## src/rtl/simmem_wrsp_bank.sv

```systemverilog
// Write-response bank for the simulated memory: each write reserves a slot, the real
// response fills it, and the delay calculator decides when it is released downstream.
module simmem_wrsp_bank #(
    parameter int NumSlots = 8,
    parameter int IdW      = 4,
    parameter int RspW     = 2
) (
    input  logic                        clk_i,
    input  logic                        rst_ni,
    input  logic                        rsv_valid_i,
    output logic                        rsv_ready_o,
    input  logic [IdW-1:0]              rsv_id_i,
    output logic [$clog2(NumSlots)-1:0] rsv_iid_o,
    input  logic                        rsp_valid_i,
    output logic                        rsp_ready_o,
    input  logic [IdW-1:0]              rsp_id_i,
    input  logic [RspW-1:0]             rsp_data_i,
    input  logic [NumSlots-1:0]         release_en_mhot_i,
    output logic                        out_valid_o,
    input  logic                        out_ready_i,
    output logic [IdW-1:0]              out_id_o,
    output logic [RspW-1:0]             out_data_o,
    output logic [NumSlots-1:0]         released_iid_onehot_o,
    output logic [2*NumSlots-1:0]       dbg_slot_state_o
);
    localparam int IiW = $clog2(NumSlots);

    typedef enum logic [1:0] {
        SLOT_FREE      = 2'd0,
        SLOT_RESERVED  = 2'd1,
        SLOT_FILLED    = 2'd2,
        SLOT_RELEASING = 2'd3
    } slot_state_e;

    slot_state_e         r_state [NumSlots];
    logic [IdW-1:0]      r_id    [NumSlots];
    logic [RspW-1:0]     r_data  [NumSlots];
    // r_older[i][j] = 1 means slot i was reserved before slot j
    logic [NumSlots-1:0] r_older [NumSlots];
    logic                r_out_valid;
    logic [IdW-1:0]      r_out_id;
    logic [RspW-1:0]     r_out_data;
    logic [NumSlots-1:0] r_out_sel;

    logic [NumSlots-1:0] w_free, w_busy, w_rsp_cand, w_elig, w_rsp_sel, w_out_sel;
    logic [IiW-1:0]      w_rsv_iid;
    logic [IdW-1:0]      w_sel_id;
    logic [RspW-1:0]     w_sel_data;
    logic                w_rsv_fire, w_rsp_fire, w_out_fire, w_out_load;

    always_comb begin
        w_free     = '0;
        w_busy     = '0;
        w_rsp_cand = '0;
        w_elig     = '0;
        w_rsp_sel  = '0;
        w_out_sel  = '0;
        w_rsv_iid  = '0;
        w_sel_id   = '0;
        w_sel_data = '0;
        for (int i = 0; i < NumSlots; i++) begin
            w_free[i]     = (r_state[i] == SLOT_FREE);
            w_busy[i]     = (r_state[i] == SLOT_RESERVED) || (r_state[i] == SLOT_FILLED);
            w_rsp_cand[i] = (r_state[i] == SLOT_RESERVED) && (r_id[i] == rsp_id_i);
        end
        for (int i = NumSlots - 1; i >= 0; i--) begin
            if (w_free[i]) w_rsv_iid = IiW'(i);
        end
        // A filled slot waits behind any older same-id slot that has not been released yet.
        for (int i = 0; i < NumSlots; i++) begin
            w_elig[i] = (r_state[i] == SLOT_FILLED) && release_en_mhot_i[i];
            for (int j = 0; j < NumSlots; j++) begin
                if (j != i && w_busy[j] && r_id[j] == r_id[i] && r_older[j][i]) w_elig[i] = 1'b0;
            end
        end
        for (int i = 0; i < NumSlots; i++) begin
            w_rsp_sel[i] = w_rsp_cand[i];
            w_out_sel[i] = w_elig[i];
            for (int j = 0; j < NumSlots; j++) begin
                if (j != i && w_rsp_cand[j] && r_older[j][i]) w_rsp_sel[i] = 1'b0;
                if (j != i && w_elig[j] && r_older[j][i])     w_out_sel[i] = 1'b0;
            end
        end
        for (int i = 0; i < NumSlots; i++) begin
            if (w_out_sel[i]) begin
                w_sel_id   = w_sel_id | r_id[i];
                w_sel_data = w_sel_data | r_data[i];
            end
        end
    end

    // Every channel transfers exactly on a cycle where valid and ready are both high at the
    // rising edge; ready never depends on the same channel's valid.
    assign w_rsv_fire = rsv_valid_i & (|w_free);
    assign w_rsp_fire = rsp_valid_i & (|w_rsp_cand);
    assign w_out_fire = r_out_valid & out_ready_i;
    assign w_out_load = ~r_out_valid | w_out_fire;

    assign rsv_ready_o           = |w_free;
    assign rsv_iid_o             = w_rsv_iid;
    assign rsp_ready_o           = |w_rsp_cand;
    assign out_valid_o           = r_out_valid;
    assign out_id_o              = r_out_id;
    assign out_data_o            = r_out_data;
    assign released_iid_onehot_o = w_out_fire ? r_out_sel : '0;

    always_comb begin
        dbg_slot_state_o = '0;
        for (int i = 0; i < NumSlots; i++) dbg_slot_state_o[2*i +: 2] = r_state[i];
    end

    always_ff @(posedge clk_i or negedge rst_ni) begin
        if (!rst_ni) begin
            for (int i = 0; i < NumSlots; i++) begin
                r_state[i] <= SLOT_FREE;
                r_id[i]    <= '0;
                r_data[i]  <= '0;
                r_older[i] <= '0;
            end
            r_out_valid <= 1'b0;
            r_out_id    <= '0;
            r_out_data  <= '0;
            r_out_sel   <= '0;
        end else begin
            // The four transitions start from four different states, so they never collide.
            for (int i = 0; i < NumSlots; i++) begin
                if (w_rsv_fire && w_rsv_iid == IiW'(i)) begin
                    r_state[i] <= SLOT_RESERVED;
                    r_id[i]    <= rsv_id_i;
                    r_older[i] <= '0;
                end else begin
                    if (w_rsp_fire && w_rsp_sel[i]) begin
                        r_state[i] <= SLOT_FILLED;
                        r_data[i]  <= rsp_data_i;
                    end else if (w_out_load && w_out_sel[i]) begin
                        r_state[i] <= SLOT_RELEASING;
                    end else if (w_out_fire && r_out_sel[i]) begin
                        r_state[i] <= SLOT_FREE;
                    end
                    for (int j = 0; j < NumSlots; j++) begin
                        if (w_rsv_fire && w_rsv_iid == IiW'(j)) r_older[i][j] <= ~w_free[i];
                    end
                end
            end
            if (w_out_load) begin
                r_out_valid <= |w_out_sel;
                r_out_id    <= w_sel_id;
                r_out_data  <= w_sel_data;
                r_out_sel   <= w_out_sel;
            end
        end
    end
endmodule

```

## config.mk

```make
export PLATFORM = sky130hd
export DESIGN_NAME = simmem_wrsp_bank
export DESIGN_NICKNAME = d
export VERILOG_FILES = /design/src/rtl/simmem_wrsp_bank.sv
export SDC_FILE = /design/constraint.sdc
export NUM_CORES = 1
export LEC_CHECK = 0
export CAP_MARGIN = 25
export CORE_MARGIN = 5
export CORE_UTILIZATION = 60
export DETAILED_ROUTE_END_ITERATION = 8
export DONT_BUFFER_PORTS = 1
export GPL_ROUTABILITY_DRIVEN = 0
export GPL_TIMING_DRIVEN = 0
export PLACE_DENSITY_LB_ADDON = 0.3
export SYNTH_ARGS = -nofsm -noshare
export SYNTH_HDL_FRONTEND = slang
export SYNTH_SLANG_ARGS = --single-unit
export TNS_END_PERCENT = 20
```

## constraint.sdc

```tcl
create_clock -name clk_i -period 4.6 [get_ports clk_i]
set_input_delay 0.92 -clock clk_i [delete_from_list [all_inputs] [get_ports clk_i]]
set_output_delay 0.92 -clock clk_i [all_outputs]
set_load 0.005 [all_outputs]
```

==> results.py <==
metrics = {
    "clock_network": {
        "cts_hold_buf": 0,
        "cts_setup_buffers": 0,
        "tritoncts": "built",
        "insertion_delay_ns": 0.44,
        "ctsHtreeMaxLevel": 4,
        "cts_resized": 0,
        "cts-buffers-inserted": 17,
        "clock_path_buffers": 2,
        "clock-sinks": 135,
        "cts.clk_slew.worst_paths_ns": 0.07,
        "cts_root_buffer": "clkbuf_16",
    },
    "yosys": {
        "synth_edf_count": 0,
        "yosysTopAreaCell": "dfrtp_1",
        "ys_types": 62,
        "synthCells": 1029,
        "synthTopCellsByCount": "nand2_1, dfrtp_1, xnor2_1",
        "ys_seq_area_frac": 0.357,
        "avgSynthCellArea_um2": 9.18,
        "synth_ff_type": "dfrtp_1",
        "yosys_warnings": 0,
        "syn-cell-area_mm2": 0.00945,
        "ys_seq_elements": 135,
        "ys_top_cells_by_area": "dfrtp_1, xnor2_1, nand2_1",
        "synth_fp_nets": 1076,
        "synthArstFlopShare": 1.00,
        "synth_top_area_share": 0.357,
        "yosysMostFrequentCell": "nand2_1",
    },
    "pwr": {
        "p_leak_nw": 4.33,
        "ir_drop_uv": 402,
        "powerDensity_mw_per_mm2": 769,
        "power_mw": 7.94,
    },
    "timing": {
        "final_hold_viol_count": 0,
        "period_needed_ns": 3.90,
        "holdWs_ns": 0.168,
        "fin_tns_setup_ns": 0,
        "worst-slew-pin-transition_ns": 1.19,
        "rsz0062_at_grt": "no",
        "finalClockSkew_ns": 0.0116,
        "slew_headroom": 0.199,
        "fmax_ghz": 0.257,
        "period_share": 0.847,
        "final-setup-viol-count": 0,
        "setup_slack_ns": 0.703,
        "report.final.slew_viol_count": 0,
    },
    "floorplanning": {
        "initial_core_util": 0.617,
        "die-height_um": 136,
        "die_area_mm2": 0.0184,
        "core_area_mm2": 0.0153,
        "die_w_um": 136,
        "ios": 59,
        "row_count": 45,
    },
    "setup_path": {
        "critPathMaxStageDelay_ns": 1.03,
        "startpoint": "rsp_id_i[2]",
        "path_delay_family": "simple AND/OR/NAND/NOR gates",
        "critPathMaxFanout": 9,
        "reg2reg_from": "dbg_slot_state_o[13]",
        "path_cells": "buf_2 > xor2_1 > nor4_2 > nor4_1 > a21boi_2 > nand4_1 > a21oi_1 > mux2_2",
        "arrival_ns": 4.22,
        "cp_slowest_cell": "nor4_2",
        "critPathKind": "in2reg",
        "cp_num_buf_inv": 1,
        "required_ns": 4.92,
        "timing.critical_path.from_type": "input pin",
        "cp-end-kind": "register",
    },
    "global_route": {
        "grt_pass1_wl_mm": 53.1,
        "antenna_found_initial": 1,
        "grt_max_degree": 136,
        "grt_pass1_vias": 8656,
        "gr-total-overflow": 0,
        "grt_usage": 0.387,
    },
    "place": {
        "port_buffers": 0,
        "dpl.hpwl_mm": 24.6,
        "pre_cts_ws_ns": 0.467,
        "placed_cells": 1241,
    },
    "route": {
        "post-route-drc-count": 0,
        "routedWlPerCell_um": 27.4,
        "vias": 9131,
        "dr.first_iter.drc_count": 1700,
        "dr.pass1.iters": 8,
        "drt_wl_total_mm": 35.0,
        "detail-route-antenna-nets": 0,
        "viasPerCell": 7.16,
    },
    "finish": {
        "drive_above_1_share": 0.134,
        "fill_cells": 1200,
        "multi_input_area_mm2": 0.00548,
        "final_cell_count_no_fill": 1276,
        "ff_latch_area_mm2": 0.00338,
        "nets": 1098,
        "syn_to_final_growth_pct": 9.24,
    },
    "status": {
        "outcome": "finished, final reports clean",
    },
    "flow_run": {
        "maxCapViolCount": 0,
    },
    "hold_path": {
        "hold_path.class": "in2async",
    },
}
==> power by group <==
part           internal [mW]  total [mW]  leakage [nW]  switching (mW)
logic                   1.62        4.29          2.38            2.68
clock network          0.830        1.39         0.281           0.563
registers               1.69        2.25          1.68           0.566
total                   4.13        7.94          4.33            3.81
==> through the flow <==
stage	utilization	instance area, µm²
2_1_floorplan	-	9450
3_3_place_gp	0.634	9710
3_5_place_dp	0.635	9720
4_1_cts	0.673	10300
5_1_grt	0.674	10300
6_report	0.674	10300
==> registers in the layout, indices dropped and copies added, names as in the netlist <==
name,cells
out_valid_o,1
out_data_o,2
r_older,56
out_id_o,4
r_id,32
dbg_slot_state_o,16
r_out_sel,8
r_data,16
==> kinds of logic (layout without fill, tap and decap cells) <==
| kind of cell | after synthesis | after routing | share of synthesized area |
|---|---|---|---|
| other cells | 0 | 1 | 0 |
| mux | 32 | 32 | 0.0381 |
| simple gates | 363 | 363 | 0.209 |
| compound gates | 208 | 208 | 0.168 |
| fa+ha+maj | 24 | 24 | 0.0318 |
| buf+inv | 123 | 158 | 0.0622 |
| flops | 135 | 135 | 0.357 |
| xor+xnor | 144 | 144 | 0.133 |
==> per-layer routing <==
metal / vias to the layer above / part of all wire / track usage
li1: 3755 / - / -
met1: 4302 / 0.35 / 0.481
met2: 831 / 0.41 / 0.564
met3: 243 / 0.16 / 0.174
met4: 0 / 0.077 / 0.207
met5: - / 0 / 0
==> area by class of cell <==
class	instances	area share
Multi-Input combinational cell	771	0.531
Sequential cell	135	0.327
Clock buffer	22	0.0450
Buffer	64	0.0355
Tap cell	211	0.0256
Inverter	59	0.0215
Clock inverter	10	0.0116
Timing Repair Buffer	3	0.00218
Antenna cell	1	0.000242
==> placed cells by master (no fill, tap or decap), drive strengths merged, types with 4 or more instances in the layout <==
cell type / Yosys / layout
nor2: 21 / 21
xor2: 24 / 24
dfrtp: 135 / 135
xnor2: 120 / 120
a221oi: 6 / 6
a22o: 6 / 6
a31oi: 4 / 4
o41a: 6 / 6
o22ai: 45 / 45
ha: 24 / 24
mux2: 32 / 32
a22oi: 24 / 24
nand4: 42 / 42
nand3: 40 / 40
nand2b: 8 / 8
nor4: 47 / 47
o2111ai: 34 / 34
clkbuf: 24 / 48
a2111oi: 4 / 4
a2bb2oi: 4 / 4
inv: 59 / 61
or2: 6 / 6
o21ai: 35 / 35
clkinv: 0 / 4
buf: 40 / 41
o211ai: 8 / 8
nand2: 175 / 175
nor4b: 6 / 6
a21boi: 7 / 7
a21oi: 4 / 4
a21o: 13 / 13
==> final timing paths <==
check	endpoint	cells past startpoint	slack (ns)
setup / recovery	r_data[15]	8	0.70
hold / removal	r_id[28]	0	0.17
setup reg to reg	dbg_slot_state_o[5]	9	0.73
hold reg to reg	r_out_sel[4]	2	0.48
max in group asynchronous	r_older[51]	0	4.24
min in group clk_i	r_out_sel[4]	2	0.48
No activity file was read; power rests on OpenSTA's default activity.
